==> src/rtl/i2c_cmd_sequencer_pkg.sv <==
// i2c_seq_pkg: command op codes, sequencer states and command width
package i2c_seq_pkg;
  localparam int CMD_W = 10;
  typedef enum logic [1:0] {OP_START = 2'b00, OP_WRITE = 2'b01, OP_READ = 2'b10, OP_STOP = 2'b11} op_t;
  typedef enum logic [2:0] {IDLE, ADDR, NEXT, XFER, FLUSH, STOP_WAIT} state_t;
endpackage

==> src/rtl/i2c_cmd_sequencer_if.sv <==
// i2c_cmd_sequencer_if: command push, controller status/drive and APB-side results
interface i2c_cmd_sequencer_if;
  logic       cmd_valid;
  logic       cmd_ready;
  logic [9:0] cmd_data;
  logic       byte_done;
  logic       ack_ok;
  logic [7:0] ctrl_rd_data;
  logic       bus_idle;
  logic       enable;
  logic [7:0] slave_address;
  logic [7:0] data_in;
  logic       repeated_start_cond;
  logic       rd_valid;
  logic [7:0] rd_data;
  logic       busy;
  logic       nack_err;
  logic       seq_err;
  logic       err_clr;
  modport slave (
    input  cmd_valid, cmd_data, byte_done, ack_ok, ctrl_rd_data, bus_idle, err_clr,
    output cmd_ready, enable, slave_address, data_in, repeated_start_cond, rd_valid, rd_data,
           busy, nack_err, seq_err
  );
  modport master (
    output cmd_valid, cmd_data, byte_done, ack_ok, ctrl_rd_data, bus_idle, err_clr,
    input  cmd_ready, enable, slave_address, data_in, repeated_start_cond, rd_valid, rd_data,
           busy, nack_err, seq_err
  );
endinterface

==> src/rtl/i2c_cmd_fifo.sv <==
// i2c_cmd_fifo: synchronous command FIFO with combinational head read
module i2c_cmd_fifo
  import i2c_seq_pkg::*;
#(
  parameter int DEPTH = 8,
  parameter int AW    = 3
) (
  input  logic             i2c_clk,
  input  logic             rst_n,
  input  logic             push,
  input  logic             pop,
  input  logic [CMD_W-1:0] wdata,
  output logic [CMD_W-1:0] rdata,
  output logic             full,
  output logic             empty,
  output logic [AW:0]      count
);
  logic [CMD_W-1:0] mem [DEPTH];
  logic [AW-1:0]    wptr, rptr;
  assign rdata = mem[rptr];
  assign full  = count[AW];
  assign empty = count == '0;
  // storage array, no reset needed since entries are only read below count
  always_ff @(posedge i2c_clk)
    if (push) mem[wptr] <= wdata;
  // pointers wrap naturally at DEPTH; simultaneous push and pop leave count unchanged
  always_ff @(posedge i2c_clk or negedge rst_n)
    if (!rst_n) begin
      wptr  <= '0;
      rptr  <= '0;
      count <= '0;
    end else begin
      if (push) wptr <= wptr + 1'b1;
      if (pop) rptr <= rptr + 1'b1;
      count <= count + {{AW{1'b0}}, push} - {{AW{1'b0}}, pop};
    end
endmodule

==> src/rtl/i2c_cmd_sequencer.sv <==
// i2c_cmd_sequencer: paces queued I2C commands into the byte controller one transfer at a time
module i2c_cmd_sequencer
  import i2c_seq_pkg::*;
#(
  parameter int DEPTH = 8,
  parameter int AW    = 3
) (
  input logic                  i2c_clk,
  input logic                  rst_n,
  i2c_cmd_sequencer_if.slave   bus
);
  state_t           state, state_n;
  logic [CMD_W-1:0] head;
  logic [AW:0]      count;
  logic             full, empty, push, pop;
  logic             enable_n, rsc_n, rd_valid_n, nack_set, seq_set;
  logic [7:0]       addr_n, data_n;
  op_t              head_op;
  logic [7:0]       head_byte;
  assign head_op       = op_t'(head[CMD_W-1:8]);
  assign head_byte     = head[7:0];
  assign bus.cmd_ready = !full;
  // while full, a push is still taken in a cycle that pops, refilling the freed slot
  assign push          = bus.cmd_valid && (!full || pop);
  assign bus.busy      = state != IDLE || count != '0;
  i2c_cmd_fifo #(.DEPTH(DEPTH), .AW(AW)) u_fifo (
    .i2c_clk (i2c_clk),
    .rst_n   (rst_n),
    .push    (push),
    .pop     (pop),
    .wdata   (bus.cmd_data),
    .rdata   (head),
    .full    (full),
    .empty   (empty),
    .count   (count)
  );
  // next-state, pop decision and next values of the controller-facing registers
  always_comb begin
    state_n    = state;
    pop        = 1'b0;
    enable_n   = bus.enable;
    addr_n     = bus.slave_address;
    data_n     = bus.data_in;
    rsc_n      = bus.repeated_start_cond;
    rd_valid_n = 1'b0;
    nack_set   = 1'b0;
    seq_set    = 1'b0;
    case (state)
      IDLE: if (!empty) begin
        pop = 1'b1;
        if (head_op == OP_START) begin
          addr_n   = head_byte;
          enable_n = 1'b1;
          rsc_n    = 1'b0;
          state_n  = ADDR;
        end else seq_set = 1'b1;
      end
      ADDR: if (bus.byte_done) begin
        if (!bus.ack_ok) begin
          nack_set = 1'b1;
          enable_n = 1'b0;
          state_n  = FLUSH;
        end else begin
          rsc_n   = 1'b0;
          state_n = NEXT;
        end
      end
      NEXT: if (empty || head_op == OP_STOP) begin
        pop      = !empty;
        enable_n = 1'b0;
        state_n  = STOP_WAIT;
      end else if (head_op == OP_START) begin
        pop     = 1'b1;
        addr_n  = head_byte;
        rsc_n   = 1'b1;
        state_n = ADDR;
      end else if ((head_op == OP_WRITE) != bus.slave_address[0]) begin
        pop     = 1'b1;
        data_n  = head_op == OP_WRITE ? head_byte : bus.data_in;
        state_n = XFER;
      end else begin
        seq_set  = 1'b1;
        enable_n = 1'b0;
        state_n  = FLUSH;
      end
      XFER: if (bus.byte_done) begin
        rd_valid_n = bus.slave_address[0];
        state_n    = NEXT;
        if (!bus.slave_address[0] && !bus.ack_ok) begin
          nack_set = 1'b1;
          enable_n = 1'b0;
          state_n  = FLUSH;
        end
      end
      FLUSH: begin
        enable_n = 1'b0;
        pop      = !empty;
        state_n  = empty || head_op == OP_STOP ? STOP_WAIT : FLUSH;
      end
      STOP_WAIT: state_n = bus.bus_idle ? IDLE : STOP_WAIT;
      default: state_n = IDLE;
    endcase
  end
  // state, output registers and sticky errors; error set wins over clear
  always_ff @(posedge i2c_clk or negedge rst_n)
    if (!rst_n) begin
      state                   <= IDLE;
      bus.enable              <= 1'b0;
      bus.slave_address       <= '0;
      bus.data_in             <= '0;
      bus.repeated_start_cond <= 1'b0;
      bus.rd_valid            <= 1'b0;
      bus.rd_data             <= '0;
      bus.nack_err            <= 1'b0;
      bus.seq_err             <= 1'b0;
    end else begin
      state                   <= state_n;
      bus.enable              <= enable_n;
      bus.slave_address       <= addr_n;
      bus.data_in             <= data_n;
      bus.repeated_start_cond <= rsc_n;
      bus.rd_valid            <= rd_valid_n;
      if (rd_valid_n) bus.rd_data <= bus.ctrl_rd_data;
      bus.nack_err            <= nack_set || (bus.nack_err && !bus.err_clr);
      bus.seq_err             <= seq_set || (bus.seq_err && !bus.err_clr);
    end
endmodule
==> src/flat_wrapper.sv <==
// flat-port wrapper written by rule: the top's interface ports become plain ports
module i2c_cmd_sequencer_flat import i2c_seq_pkg::*;
#(
  parameter int DEPTH = 8,
  parameter int AW    = 3
)
  (i2c_clk, rst_n, bus_cmd_valid, bus_cmd_data, bus_byte_done, bus_ack_ok, bus_ctrl_rd_data, bus_bus_idle, bus_err_clr, bus_cmd_ready, bus_enable, bus_slave_address, bus_data_in, bus_repeated_start_cond, bus_rd_valid, bus_rd_data, bus_busy, bus_nack_err, bus_seq_err);
  i2c_cmd_sequencer_if bus_i ();
  input logic i2c_clk;
  input logic rst_n;
  input wire logic [$bits(bus_i.cmd_valid)-1:0] bus_cmd_valid;
  input wire logic [$bits(bus_i.cmd_data)-1:0] bus_cmd_data;
  input wire logic [$bits(bus_i.byte_done)-1:0] bus_byte_done;
  input wire logic [$bits(bus_i.ack_ok)-1:0] bus_ack_ok;
  input wire logic [$bits(bus_i.ctrl_rd_data)-1:0] bus_ctrl_rd_data;
  input wire logic [$bits(bus_i.bus_idle)-1:0] bus_bus_idle;
  input wire logic [$bits(bus_i.err_clr)-1:0] bus_err_clr;
  output wire logic [$bits(bus_i.cmd_ready)-1:0] bus_cmd_ready;
  output wire logic [$bits(bus_i.enable)-1:0] bus_enable;
  output wire logic [$bits(bus_i.slave_address)-1:0] bus_slave_address;
  output wire logic [$bits(bus_i.data_in)-1:0] bus_data_in;
  output wire logic [$bits(bus_i.repeated_start_cond)-1:0] bus_repeated_start_cond;
  output wire logic [$bits(bus_i.rd_valid)-1:0] bus_rd_valid;
  output wire logic [$bits(bus_i.rd_data)-1:0] bus_rd_data;
  output wire logic [$bits(bus_i.busy)-1:0] bus_busy;
  output wire logic [$bits(bus_i.nack_err)-1:0] bus_nack_err;
  output wire logic [$bits(bus_i.seq_err)-1:0] bus_seq_err;
  assign bus_i.cmd_valid = bus_cmd_valid;
  assign bus_i.cmd_data = bus_cmd_data;
  assign bus_i.byte_done = bus_byte_done;
  assign bus_i.ack_ok = bus_ack_ok;
  assign bus_i.ctrl_rd_data = bus_ctrl_rd_data;
  assign bus_i.bus_idle = bus_bus_idle;
  assign bus_i.err_clr = bus_err_clr;
  assign bus_cmd_ready = bus_i.cmd_ready;
  assign bus_enable = bus_i.enable;
  assign bus_slave_address = bus_i.slave_address;
  assign bus_data_in = bus_i.data_in;
  assign bus_repeated_start_cond = bus_i.repeated_start_cond;
  assign bus_rd_valid = bus_i.rd_valid;
  assign bus_rd_data = bus_i.rd_data;
  assign bus_busy = bus_i.busy;
  assign bus_nack_err = bus_i.nack_err;
  assign bus_seq_err = bus_i.seq_err;
  i2c_cmd_sequencer #(.DEPTH(DEPTH), .AW(AW)) u_core (.i2c_clk(i2c_clk), .rst_n(rst_n), .bus(bus_i));
endmodule
==> config.mk <==
export PLATFORM = sky130hd
export DESIGN_NAME = i2c_cmd_sequencer_flat
export DESIGN_NICKNAME = d
export VERILOG_FILES = /design/src/rtl/i2c_cmd_sequencer_pkg.sv /design/src/rtl/i2c_cmd_sequencer_if.sv /design/src/rtl/i2c_cmd_fifo.sv /design/src/rtl/i2c_cmd_sequencer.sv /design/src/flat_wrapper.sv
export SDC_FILE = /design/constraint.sdc
export NUM_CORES = 1
export LEC_CHECK = 0
export ABC_CLOCK_PERIOD_IN_PS = 3400
export BUFFER_PORTS_ARGS = -buffer_cell sky130_fd_sc_hd__buf_2
export CORE_ASPECT_RATIO = 1.2
export CORE_MARGIN = 2
export CORE_UTILIZATION = 52
export CTS_CLUSTER_DIAMETER = 40
export CTS_CLUSTER_SIZE = 14
export DETAILED_ROUTE_END_ITERATION = 7
export PLACE_DENSITY = 0.77
export SLEW_MARGIN = 20
export SYNTH_ARGS = -nofsm -noshare
export SYNTH_HDL_FRONTEND = slang
export SYNTH_SLANG_ARGS = --single-unit
==> constraint.sdc <==
create_clock -name i2c_clk -period 3.4 [get_ports i2c_clk]
set_input_delay 0.17 -clock i2c_clk [delete_from_list [all_inputs] [get_ports i2c_clk]]
set_output_delay 0.17 -clock i2c_clk [all_outputs]
set_load 0.02 [all_outputs]
======== Word level (Yosys, flattened, before mapping) ========
Memories as Yosys holds them, arrays and structs flattened.
Index checks and enable logic that the tools add are counted.
cells by class
  add/sub/neg operators ................... 4
  equality and inequality tests ........... 19
  muxes and demuxes ....................... 52
  bitwise gates (word level) .............. 2
  reduce and logical (&&, ||, !) cells .... 27
operators by type and width
  kind                 count
  $mux 1               32
  $mux 3               10
  $mux 8               3
  $pmux 3 s6           1
  $pmux 8 s2           1
  $ne 2x2->1 const B   6
  $reduce_and 9->1     1
  $reduce_and 7->1     1
  $add 3x1->3 const B  2
  $eq 3x2->1 const B   2
  $eq 3x3->1 const B   2
  $ne 2x1->1 const B   3
  $ne 3x2->1 const B   2
  $pmux 1 s3           2
  $reduce_bool 3->1    2
  $logic_not 1->1      5
  $logic_or 1x1->1     5
  $pmux 1 s5           1
  $reduce_and 5->1     1
  $reduce_bool 5->1    1
  $add 4x1->4          1
  $logic_and 1x1->1    4
  $logic_not 4->1      1
  $pmux 1 s2           2
  12 further kinds     13
storage, ports and cells
  flip-flop bits (word level) ............. 42
  RAM bits ................................ 80
  bits of input ports ..................... 25
  memories kept ........................... 1
memory list
  memory             depth  bits a word  rd ports  clocked after Yosys merged registers in  write ports  RTL line            source
  u_core.u_fifo.mem  8      10           1         0                                        1            i2c_cmd_fifo.sv:18  logic [CMD_W-1:0] mem [DEPTH];

======== Logic depth before layout (Yosys ltp) ========
Gate-level depths: netlist of run 1.
An unclocked memory read counts as a cell.
  depth after elaboration ................. 11
  gate-level depth with buffers ........... 14
  depth with buffers taken out ............ 13

======== Modules after synthesis ========
Synthesis of run 1 repeated with hierarchy kept, for this count alone.
unflattened totals
  cell total of the unflattened synthesis .. 309
  area total of the unflattened synthesis .. 5302.6 µm²
modules (own cells, without submodules)
  module             times used  cells an instance  area each (µm²)
  i2c_cmd_fifo       1           168                3631.0
  i2c_cmd_sequencer  1           141                1671.6

======== Worst setup path before layout of run 1 ========
OpenSTA, ideal clock, no wires.
  path kind ............................... register to register
  from .................................... reg u_core.u_fifo.rptr[2]
  to ...................................... mem u_core.u_fifo.mem[0][0], enable pin
  setup time .............................. 404 ps
  data arrival time ....................... 3335 ps
  slack ................................... -339 ps
  cell stages (with the launch flop) ...... 10
  buffers on the path ..................... 1
  period minus slack after synthesis ...... 3739 ps
  cell sequence ........................... dfrtp_1 buf_1 mux4_2 mux2i_4 and2b_1 ha_1 inv_1 o31a_1 inv_1 nor4_1
between the ends
  longest elaborated chain between the ends .. 11
RTL lines
  element                         RTL line                 source
  start, declared                 i2c_cmd_fifo.sv:19       logic [AW-1:0] wptr, rptr;
  start signal, assigned          i2c_cmd_fifo.sv:34       if (pop) rptr <= rptr + 1'b1;
  $mem_v2 8x10 *                  n/a
  $eq 2x1->1                      i2c_cmd_sequencer.sv:77  end else if ((head_op == OP_WRITE) != bus.slave_address[0]) begin
  $ne 1x1->1                      i2c_cmd_sequencer.sv:77
  $mux 1                          i2c_cmd_sequencer.sv:77
  $mux 1                          i2c_cmd_sequencer.sv:72  end else if (head_op == OP_START) begin
  $mux 1 *                        i2c_cmd_sequencer.sv:68  NEXT: if (empty || head_op == OP_STOP) begin
  $pmux 1 s3 *                    i2c_cmd_sequencer.sv:48  case (state)
  $logic_or 1x1->1 *              i2c_cmd_sequencer.sv:24  assign push = bus.cmd_valid && (!full || pop);
  $logic_and 1x1->1 *             i2c_cmd_sequencer.sv:24
  $mux 1 *                        i2c_cmd_fifo.sv:25       if (push) mem[wptr] <= wdata;
  $mux 1 (implied by the code) *  i2c_cmd_fifo.sv:25
  end, declared                   i2c_cmd_fifo.sv:18
Mark *: on every way between the ends. The rest lies on a longest branch, timed or not.

======== Final worst setup path of run 1 ========
  from .................................... reg u_core.u_fifo.rptr[0]
  to ...................................... reg u_core.u_fifo.count[2]
between the ends
  longest elaborated chain between the ends .. 11
RTL lines
  element               RTL line                 source
  $mem_v2 8x10 *        n/a
  $eq 2x1->1            i2c_cmd_sequencer.sv:77
  $ne 1x1->1            i2c_cmd_sequencer.sv:77
  $mux 1                i2c_cmd_sequencer.sv:77
  $mux 1                i2c_cmd_sequencer.sv:72
  $mux 1 *              i2c_cmd_sequencer.sv:68
  $pmux 1 s3 *          i2c_cmd_sequencer.sv:48
  via u_core.pop        i2c_cmd_sequencer.sv:15  logic full, empty, push, pop;
  $logic_or 1x1->1      i2c_cmd_sequencer.sv:24
  $logic_and 1x1->1     i2c_cmd_sequencer.sv:24
  $add 4x1->4           i2c_cmd_fifo.sv:35       count <= count + {{AW{1'b0}}, push} - {{AW{1'b0}}, pop};
  $sub 4x1->4 *         i2c_cmd_fifo.sv:35
  end signal, assigned  i2c_cmd_fifo.sv:35
  end, declared         i2c_cmd_fifo.sv:16       output logic [AW:0] count
Mark *: on every way through the listed nets, which the timed path passes. The rest lies on a longest branch.
A chain may end at the register's enable or synchronous reset.

==> results.yml, run 1 <==
critical_path:
  crit_slowest_cell: "mux4_1"
  cpPeakStageDelay_ns: 0.60
  cp_top_family: "multiplexers"
  reg2reg_depth: 14
  rr_endpoint: "u_core.u_fifo.count[2]$_DFF_PN0_"
  worstPathArrival_ns: 3.54
  crit_fanout: 6
  crit_path_end_kind: "flop"
  critPathKind: "flop to flop"
  r2r_slack_ns: 0.15
  crit_buf_inv: 5
  crit_required_ns: 3.69
  rr_startpoint: "u_core.u_fifo.rptr[0]$_DFFE_PN0P_"
  start_kind: "flop"
  cp_cell_sequence: "buf_4 -> mux4_1 -> mux2i_4 -> buf_4 -> xor2_1 -> a21oi_2 -> o21ai_2 -> inv_1 -> ha_4 -> inv_2 -> ha_4 -> inv_2 -> fa_1 -> xnor2_1"
pwr:
  power.density_nw_per_um2: 1004
  power.leakage_nw: 2.630
  p_switching_mw: 2.213
  switching_share_pct: 34.12
  p_seq_share_pct: 34.3
  clock_power_share_pct: 26.4
  p_int_mw: 4.273
  ir_drop_mv: 0.4698
  p_comb_share_pct: 39.3
placement:
  port_buffers: 55
  placed_cells: 499
  gp_congestion: 0.8131
  dpl_worst_slack_ns: 0.1484
  place_hpwl_mm: 6.552
min_path:
  hold_class: "input port to flop"
  hold_end: "u_core.u_fifo.mem[7][6]$_DFFE_PP_"
  min_from: "bus_cmd_data[6]"
  min_delay_path_depth: 1
logic_synthesis:
  ys_types: 46
  seq_area_frac_synth_pct: 66.68
  syn-instance-count: 307
  synth_nets: 341
  synth_warnings: 0
  syn_area_sq_um: 5179
  ys_seq_elements: 122
  synth_area_per_cell_sq_um: 16.87
global_routing:
  grt_pass1_vias: 2990
  grt_max_degree: 43
  grtUsageTotal_pct: 19.89
  grt_antenna_before_repair: 0
  grt_pass1_wl_mm: 15.43
  grt.overflow.total: 0
sta:
  skew_ns: 0.008233
  hold_viol: 0
  setup_viol: 0
  finalWorstSetupSlack_ns: 0.1541
  max_freq_ghz: 0.3081
  post-route-min-period_ns: 3.246
  tns_ns: 0
  tightestPinTransition_ns: 0.9231
  maxSlewViolCount: 0
  relSlewSlack_pct: 38.46
  final_min_period_over_clock_period_pct: 95.47
  rsz0062_at_grt: "no"
route:
  drt_iter0_markers: 133
  vias: 3012
  final_antenna_net_count: 0
  drc: 0
  viasPerCell: 5.567
  first_pass_iters: 4
  routedWlPerCell_microns: 18.37
  drt_wl_total_mm: 9.937
floorplanning:
  num_rows: 39
  ios: 56
  die_area_sq_um: 10780
  die_h_microns: 113.3
  dieWidth_microns: 95.10
  core_sq_um: 9613
  start_util_pct: 53.87
layout:
  drive_above_1_share_pct: 40.67
  layout_commonest_cell: "edfxtp_1"
  mostFrequentLayoutCells: "edfxtp_1, buf_2, dfrtp_1"
  diodes: 0
  final_nets: 439
  finalNonFillerCells: 541
  utilization_pct: 67.21
  fill_cells: 608
  areaGrowthSynthToFinish_pct: 24.76
clocking:
  numCtsBuffers: 17
  clk_path_buf_depth: 2
  htree_levels: 4
  path_clk_slew_ns: 0.05
  cts_tree: "built"
  cts_root_buffer: "clkbuf_16"
  clock_latency_ns: 0.41
  cts_sinks: 122
  post_cts_buffers: 0
status:
  status: "complete, no violations"
run:
  drv_cap: 0
-- logic make-up after synthesis --
| group | count (synthesis) | share of synthesized area [%] |
|---|---|---|
| and+or+nand+nor | 46 | 4.639 |
| muxes | 55 | 17.83 |
| DFF | 122 | 66.68 |
| buffers and inverters | 28 | 2.392 |
| xor gates and xnor gates | 10 | 1.691 |
| adders and majority gates | 9 | 2.319 |
| AOI/OAI and AO/OA | 37 | 4.446 |
-- flip-flops by register name, summed over array words and instances, names as in the netlist, 3 cells and up --
signal and flops:
u_core.u_fifo.rptr 3, u_core.u_fifo.mem 80, u_core.state 3, u_core.u_fifo.wptr 3, u_core.bus.slave_address 8, u_core.bus.rd_data 8, u_core.u_fifo.count 4, u_core.bus.data_in 8
-- per-stage QoR --
step / total power, mW / instance area [sq um] / hold WS, ns
final: 6.487 / 6461 / 0.02277
after global routing: 6.837 / 6461 / 0.01743
after CTS: 6.516 / 6456 / 0.001900
after detailed placement: 4.759 / 5783 / 0.3571
after global placement: 4.672 / 5783 / 0.3489
after floorplan: 4.025 / 5224 / -0.1256
-- how the worst max path moves through the flow --
| stage | from | end | slack (ns) | depth (start not counted) |
|---|---|---|---|---|
| 2_1_floorplan | u_core.u_fifo.rptr[0]$_DFFE_PN0P_ | u_core.u_fifo.count[2]$_DFF_PN0_ | 0.005 | 14 |
| 3_3_place_gp | u_core.u_fifo.rptr[0]$_DFFE_PN0P_ | u_core.u_fifo.count[2]$_DFF_PN0_ | 0.21 | 13 |
| 3_5_place_dp | u_core.u_fifo.rptr[0]$_DFFE_PN0P_ | u_core.u_fifo.count[2]$_DFF_PN0_ | 0.15 | 14 |
| 4_1_cts | u_core.u_fifo.rptr[0]$_DFFE_PN0P_ | u_core.u_fifo.count[2]$_DFF_PN0_ | 0.09 | 14 |
| 5_1_grt | u_core.u_fifo.rptr[0]$_DFFE_PN0P_ | u_core.u_fifo.count[2]$_DFF_PN0_ | 0.02 | 14 |
| 6_report | u_core.u_fifo.rptr[0]$_DFFE_PN0P_ | u_core.u_fifo.count[2]$_DFF_PN0_ | 0.15 | 14 |
-- worst reg2reg max path, cell delays in order (launching register included) --
cell and delay (ns):
dfrtp_2 0.41, buf_4 0.17, mux4_1 0.61, mux2i_4 0.16
buf_4 0.18, xor2_1 0.24, a21oi_2 0.11, o21ai_2 0.19
inv_1 0.10, ha_4 0.22, inv_2 0.06, ha_4 0.13
inv_2 0.03, fa_1 0.39, xnor2_1 0.14
-- area by class of cell --
cell class,count,area (sq um),area share [%]
timing repair buffer,91,570.5,8.830
inverter,16,60.06,0.9295
multi-input combinational,157,1649,25.52
clock buffer,17,425.4,6.584
tap,123,153.9,2.382
sequential,122,3455,53.47
clock inverter,15,147.6,2.285
-- cell usage after synthesis (all sizes together) --
master  number  area share (%)
edfxtp      80              46
dfrtp       42              20
mux2        33             7.7
mux4        20             9.3
inv         16             1.2
nand2       12             1.0
a21oi       11             1.1
nor2        11            0.80
o21ai        9            0.94
ha           8             1.9
clkbuf       7            0.51
nor3         7            0.68
xnor2        7             1.2
buf          5            0.72
a211oi       3            0.43
a21o         3            0.43
xor2         3            0.51
a31oi        2            0.24
mux2i        2            0.87
nand2b       2            0.24
nand3        2            0.19
o21a         2            0.29
o22ai        2            0.24
o32ai        2            0.34
or3          2            0.24
or4          2            0.36
a22oi        1            0.15
and2b        1            0.15
and3         1            0.12
and4         1            0.17
fa           1            0.39
nand4        1            0.12
nor3b        1            0.15
nor4         1            0.12
o211ai       1            0.15
o31a         1            0.17
or2          1            0.12
or3b         1            0.17
-- timing repair --
action / CTS / global route
endpoints found under the setup margin: 0 / 3
hold buffers: 10 / 0
hold endpoints to repair: 52 / 0
gates resized for setup: 0 / 2
-- power groups by stage --
stage | Clock, mW | Combinational, mW | Sequential (mW)
6_report | 1.71 | 2.55 | 2.22
5_1_grt | 1.81 | 2.76 | 2.26
4_1_cts | 1.74 | 2.56 | 2.22
3_5_place_dp | 0 | 2.52 | 2.24
3_3_place_gp | 0 | 2.45 | 2.22
2_1_floorplan | 0 | 1.70 | 2.33
-- routing by layer --
metal | GRT usage [%] | share of wire (%) | vias to the layer above
li1 | - | - | 1384
met1 | 23.97 | 40 | 1500
met2 | 32.39 | 52 | 112
met3 | 7.257 | 6.5 | 16
met4 | 7.923 | 1.9 | 0
met5 | 0 | 0 | -
No activity file was read; power rests on OpenSTA's default activity.
==> run 2: changes to the inputs <==
--- a/config.mk
+++ b/config.mk
@@ -5,15 +5,16 @@
 export SDC_FILE = /design/constraint.sdc
 export NUM_CORES = 1
 export LEC_CHECK = 0
-export ABC_CLOCK_PERIOD_IN_PS = 3400
+export ABC_CLOCK_PERIOD_IN_PS = 3000
 export BUFFER_PORTS_ARGS = -buffer_cell sky130_fd_sc_hd__buf_2
+export CAP_MARGIN = 0
 export CORE_ASPECT_RATIO = 1.2
 export CORE_MARGIN = 2
-export CORE_UTILIZATION = 52
+export CORE_UTILIZATION = 58
 export CTS_CLUSTER_DIAMETER = 40
 export CTS_CLUSTER_SIZE = 14
 export DETAILED_ROUTE_END_ITERATION = 7
-export PLACE_DENSITY = 0.77
+export PLACE_DENSITY = 0.81
 export SLEW_MARGIN = 20
 export SYNTH_ARGS = -nofsm -noshare
 export SYNTH_HDL_FRONTEND = slang
==> constraint.sdc (replaced) <==
create_clock -name i2c_clk -period 3 [get_ports i2c_clk]
set_input_delay 0.15 -clock i2c_clk [delete_from_list [all_inputs] [get_ports i2c_clk]]
set_output_delay 0.15 -clock i2c_clk [all_outputs]
set_load 0.02 [all_outputs]
==> run 2 against run 1 <==
  * The flow now finishes with violations (setup timing)
  * Critical path depth down 1
  * Combinational power up 30%
  * Final cell count up 2.6%
  * Worst hold slack better by 0.053 ns
  * Routed wire length up 12%
  * Die area down 10%
==> results.yml, run 2 (same netlist as run 1, synthesis figures left out) <==
sta:
  setup_viol: 2
  max_freq_ghz: 0.3227
  final_min_period_over_clock_period_pct: 103.3
  maxSlewViolCount: 0
  skew_ns: 0.004441
  tightestPinTransition_ns: 0.9379
  post-route-min-period_ns: 3.098
  rsz0062_at_grt: "yes"
  relSlewSlack_pct: 37.47
  hold_viol: 0
  finalWorstSetupSlack_ns: -0.09839
critical_path:
  cp_cell_sequence: "mux4_2 -> mux2i_4 -> and2b_1 -> ha_4 -> inv_2 -> o31a_1 -> inv_2 -> ha_4 -> inv_4 -> ha_4 -> inv_2 -> fa_2 -> inv_1"
  crit_required_ns: 3.43
  crit_cells: 13
  start_kind: "flop"
  crit_buf_inv: 5
  crit_path_end_kind: "flop"
  cpPeakStageDelay_ns: 0.55
  crit_fanout: 5
  worstPathArrival_ns: 3.52
  critPathKind: "flop to flop"
  reg2reg_depth: 13
  cp_top_family: "adder cells"
  crit_slowest_cell: "mux4_2"
route:
  drt_iter0_markers: 273
  first_pass_iters: 4
  vias: 3212
  viasPerCell: 5.787
  drc: 0
  final_antenna_net_count: 0
  routedWlPerCell_microns: 20.02
  drt_wl_total_mm: 11.11
global_routing:
  grtUsageTotal_pct: 24.55
  use_met2_pct: 44.63
  met3_usage_pct: 6.723
  grt_pass1_wl_mm: 17.53
  grt_antenna_before_repair: 0
  grt_max_degree: 43
  grt_use_met1_pct: 26.96
  busiest_layer: "met2"
  grt_pass1_vias: 3364
  grt.overflow.total: 0
floorplanning:
  core_sq_um: 8611
  ios: 56
  die_area_sq_um: 9704
  start_util_pct: 60.14
  die_h_microns: 107.5
  dieWidth_microns: 90.26
  num_rows: 37
clocking:
  htree_levels: 4
  clk_path_buf_depth: 2
  cts_root_buffer: "clkbuf_8"
  cts_tree: "built"
  path_clk_slew_ns: 0.06
  clock_latency_ns: 0.53
  cts_sinks: 122
  numCtsBuffers: 17
layout:
  areaGrowthSynthToFinish_pct: 31.41
  finalNonFillerCells: 555
  diodes: 0
  regMostFlops: "u_core.u_fifo.mem"
  largest_reg_flops: 80
  mostFrequentLayoutCells: "edfxtp_1, buf_2, dfrtp_1"
  fill_cells: 457
  final_nets: 459
  drive_above_1_share_pct: 44.75
  layout_commonest_cell: "edfxtp_1"
  utilization_pct: 79.03
pwr:
  total_power_mw: 7.915
  power.leakage_nw: 2.764
  ir_drop_mv: 0.5530
  power.density_nw_per_um2: 1163
placement:
  port_buffers: 55
  gp_congestion: 0.9161
  place_hpwl_mm: 6.922
  placed_cells: 497
status:
  failed_checks: "setup timing"
  status: "finished, violations left"
min_path:
  hold_class: "input port to flop"
  min_delay_path_depth: 4
run:
  drv_cap: 0
-- run 2: changes by cell type in the layout (fill, tap and decap cells not counted), moves of 2 or more --
cell           change
dlygate4sd3_1     +12
buf_6              +9
nor3_1             -4
nor3_4             +4
clkinv_1           -3
clkinv_4           +3
nor2_1             -3
nor2_4             +3
mux4_1             -2
mux4_2             +2
-- run 2: path summary, 6_finish.rpt --
check / end / slack, ns / from
max in group asynchronous: u_core.u_fifo.rptr[0]$_DFFE_PN0P_ / 2.06 / rst_n
min reg2reg: u_core.bus.data_in[0]$_DFFE_PN0P_ / 0.49 / u_core.bus.data_in[0]$_DFFE_PN0P_
max: u_core.u_fifo.count[1]$_DFF_PN0_ / -0.1 / u_core.u_fifo.rptr[0]$_DFFE_PN0P_
min: u_core.state[0]$_DFFE_PN0P_ / 0.08 / bus_bus_idle
min in group asynchronous: u_core.bus.repeated_start_cond$_DFFE_PN0P_ / 0.31 / rst_n
max reg2reg: u_core.u_fifo.count[1]$_DFF_PN0_ / -0.1 / u_core.u_fifo.rptr[0]$_DFFE_PN0P_
-- run 2: worst register-to-register path, stage by stage, from the launching register on --
cell and delay [ns]:
dfrtp_2 0.43, mux4_2 0.55, mux2i_4 0.16, and2b_1 0.22, ha_4 0.29, inv_2 0.04, o31a_1 0.26, inv_2 0.09
ha_4 0.21, inv_4 0.05, ha_4 0.13, inv_2 0.04, fa_2 0.51, inv_1 0.03
-- run 2: metal layers --
metal	routed length, microns	vias up
met1	4196	1616
met5	0	-
met3	657	30
met2	5931	143
met4	324	0
li1	-	1423
-- run 2: repair_timing --
item	4_1_cts	5_1_grt
gates cloned	0	0
setup endpoints to repair	54	53
endpoints found under the hold margin	134	0
resized for setup	13	14
pin swaps	1	3
setup buffers	2	2
hold buffers	22	0
-- run 2: area by class of cell --
| cell class | instances | area, sq um | area share [%] |
|---|---|---|---|
| clock buffer | 17 | 414.1 | 6.086 |
| inverter | 16 | 62.56 | 0.9193 |
| sequential | 122 | 3455 | 50.76 |
| timing repair buffer | 111 | 784.5 | 11.53 |
| multi-input combinational | 157 | 1752 | 25.74 |
| clock inverter | 15 | 191.4 | 2.813 |
| tap | 117 | 146.4 | 2.151 |
-- run 2: stage by stage --
stage | setup WS (ns) | setup TNS [ns] | instance area, sq um | hold WS, ns
after floorplan | -0.4002 | -14.71 | 5261 | -0.1456
after global placement | -0.1307 | -0.3260 | 5843 | 0.3375
after detailed placement | -0.1889 | -2.614 | 5843 | 0.3355
after CTS | -0.1119 | -0.1568 | 6736 | 0.05136
after global routing | -0.1721 | -1.845 | 6805 | 0.07488
final | -0.09839 | -0.1283 | 6805 | 0.07537
-- run 2: report_power, final --
part | internal, mW | leakage [nW] | switching (mW)
Combinational | 1.62 | 1.22 | 1.70
Clock | 1.28 | 0.291 | 0.768
Sequential | 2.23 | 1.26 | 0.320
Total | 5.13 | 2.76 | 2.78
==> run 3: changes to the inputs <==
--- a/config.mk
+++ b/config.mk
@@ -14,8 +14,10 @@
 export CTS_CLUSTER_DIAMETER = 40
 export CTS_CLUSTER_SIZE = 14
 export DETAILED_ROUTE_END_ITERATION = 7
+export GPL_ROUTABILITY_DRIVEN = 0
 export PLACE_DENSITY = 0.81
 export SLEW_MARGIN = 20
 export SYNTH_ARGS = -nofsm -noshare
 export SYNTH_HDL_FRONTEND = slang
+export SYNTH_HIERARCHICAL = 1
 export SYNTH_SLANG_ARGS = --single-unit
==> run 3 against run 2 <==
  * The flow still finishes with violations (setup timing)
  * Worst hold slack got worse by 0.040 ns
  * Area after synthesis rose by 2.4%
  * Sequential power is 2% lower
  * Register-to-register slack worse by 0.19 ns
  * Non-clock buffer count up 3
  * Global-route usage shrank 0.41 points
  * Combinational power down 5%
  * Largest cell class unchanged
==> results.yml, run 3 <==
route:
  routedWlPerCell_microns: 19.71
  drt_wl_total_mm: 11.06
  drt_iter0_markers: 183
  vias: 3225
  final_antenna_net_count: 0
  viasPerCell: 5.749
  drc: 0
  first_pass_iters: 5
global_routing:
  grtUsageTotal_pct: 24.14
  grt_pass1_wl_mm: 17.46
  grt.overflow.total: 0
  grt_max_degree: 43
  grt_antenna_before_repair: 0
  grt_pass1_vias: 3310
sta:
  skew_ns: 0.008362
  max_freq_ghz: 0.3045
  final_min_period_over_clock_period_pct: 109.5
  relSlewSlack_pct: 37.77
  tightestPinTransition_ns: 0.9335
  rsz0062_at_grt: "yes"
  maxSlewViolCount: 0
  hold_viol: 0
  post-route-min-period_ns: 3.284
  finalWorstSetupSlack_ns: -0.2842
  tns_ns: -6.033
  setup_viol: 53
layout:
  largest_reg_flops: 80
  utilization_pct: 78.29
  drive_above_1_share_pct: 43.31
  final_nets: 461
  regMostFlops: "u_core/u_fifo/mem"
  finalNonFillerCells: 561
  areaGrowthSynthToFinish_pct: 32.68
  diodes: 0
  mostFrequentLayoutCells: "edfxtp_1, buf_2, dfrtp_1"
  layout_commonest_cell: "edfxtp_1"
critical_path:
  reg2reg_depth: 13
  crit_path_end_kind: "flop"
  worstPathArrival_ns: 3.70
  critPathKind: "flop to flop"
  crit_required_ns: 3.41
  start_kind: "flop"
  crit_fanout: 5
logic_synthesis:
  synth_area_leaders: "edfxtp_1, dfrtp_1, mux4_1, mux2_2, ha_1"
  synth_top_area_cell: "edfxtp_1"
  synth_warnings: 6
  synth_nets: 342
  ys_seq_elements: 122
  synth_edf_count: 80
  ys_async_sr_fraction_pct: 34.43
  syn-instance-count: 309
  seq_area_frac_synth_pct: 65.13
  ys_types: 53
  synth_flop_cell: "edfxtp_1"
  synth_area_per_cell_sq_um: 17.16
  synth_common_cells: "edfxtp_1, dfrtp_1, mux2_2"
  synth_most_common_cell: "edfxtp_1"
  syn_area_sq_um: 5303
  netlist.area_leader.share_pct: 45.30
pwr:
  power.density_nw_per_um2: 1092
  power.leakage_nw: 2.843
  ir_drop_mv: 0.5862
floorplanning:
  start_util_pct: 59.01
  die_h_microns: 108.7
  ios: 56
  dieWidth_microns: 91.29
  die_area_sq_um: 9926
  core_sq_um: 8986
  num_rows: 38
clocking:
  numCtsBuffers: 17
  clock_latency_ns: 0.52
  cts_root_buffer: "clkbuf_8"
  cts_tree: "built"
  htree_levels: 4
  path_clk_slew_ns: 0.05
  cts_sinks: 122
  clk_path_buf_depth: 2
min_path:
  hold_class: "input port to flop"
  min_delay_path_depth: 4
status:
  failed_checks: "setup timing"
  status: "finished, violations left"
placement:
  port_buffers: 55
  placed_cells: 499
  place_hpwl_mm: 6.725
  dpl_worst_slack_ns: -0.3910
run:
  drv_cap: 0
run 3: cell count changes after synthesis, moves of 4 or more:
cell / delta
mux4_1: +12
mux4_2: -12
mux2_2: +11
mux2_4: -7
nand2_1: -5
nand2b_1: +5
a21oi_1: -4
buf_4: +4
xnor2_1: -4
run 3: cells by family after synthesis:
| kind of cell | Yosys count | share of synthesized area [%] |
|---|---|---|
| AOI/OAI and AO/OA | 33 | 4.648 |
| xor gates and xnor gates | 6 | 0.9912 |
| adders and majority gates | 8 | 2.029 |
| buffers and inverters | 30 | 3.044 |
| DFF | 122 | 65.13 |
| muxes | 56 | 17.56 |
| and+or+nand+nor | 54 | 6.607 |
run 3: through the flow:
step,power (mW),cell area (sq um),hold slack [ns]
after floorplan,4.528,5383,-0.1456
after global placement,5.234,5996,0.3459
after detailed placement,5.335,5996,0.3513
after CTS,7.660,7022,0.01418
after global routing,8.070,7036,0.03938
final,7.685,7036,0.03511
run 3: final timing paths:
kind | start | endpoint | slack [ns]
worst max-delay path | u_core/u_fifo/rptr[0]$_DFFE_PN0P_ | u_core/u_fifo/count[1]$_DFF_PN0_ | -0.28
worst min-delay path | bus_ack_ok | u_core/state[2]$_DFFE_PN0P_ | 0.04
worst max register to register | u_core/u_fifo/rptr[0]$_DFFE_PN0P_ | u_core/u_fifo/count[1]$_DFF_PN0_ | -0.28
worst min register to register | u_core/bus.rd_data[1]$_DFFE_PN0P_ | u_core/bus.rd_data[1]$_DFFE_PN0P_ | 0.48
max in group asynchronous | rst_n | u_core/u_fifo/rptr[0]$_DFFE_PN0P_ | 2.06
min in group asynchronous | rst_n | u_core/state[2]$_DFFE_PN0P_ | 0.31
run 3: cell type report:
type | instances | area [sq um]
inverters | 16 | 60.06
repair buffers | 114 | 928.4
flip-flops and latches | 122 | 3455
clock inverters | 7 | 75.07
well taps | 120 | 150.1
clock buffers | 25 | 526.8
fillers | 462 | 1951
multi-input cells | 157 | 1841
run 3: routing by layer:
| metal | up-vias | track usage (%) | part of all wire (%) | routed length [microns] |
|---|---|---|---|---|
| li1 | 1463 | - | - | - |
| met1 | 1629 | 28.12 | 41 | 4502 |
| met2 | 109 | 41.11 | 52 | 5732 |
| met3 | 24 | 7.602 | 4.8 | 529 |
| met4 | 0 | 11.47 | 2.6 | 293 |
| met5 | - | 0 | 0 | 0 |
run 3: repair_timing:
action                                  4_1_cts  5_1_grt
endpoints found under the hold margin       133        0
setup buffers                                 7        0
cloned                                        2        0
hold buffers                                 22        0
endpoints found under the setup margin       83       83
gates resized for setup                      20        3
pin swaps                                     8        0
run 3: critical path, cell delays in order (launching register included):
cell and delay [ns]:
dfrtp_2 0.43, mux4_2 0.53, mux2_4 0.29, or3b_4 0.40, a31oi_4 0.21, nor3_4 0.06, o21a_2 0.23, inv_2 0.07
ha_4 0.19, inv_2 0.06, ha_4 0.13, inv_2 0.04, fa_2 0.53, inv_2 0.03
run 3: power breakdown:
part | internal, mW | switching (mW) | leakage [nW] | total [mW]
Combinational | 1.54 | 1.62 | 1.29 | 3.16
Sequential | 2.24 | 0.267 | 1.25 | 2.51
Clock | 1.29 | 0.721 | 0.300 | 2.01
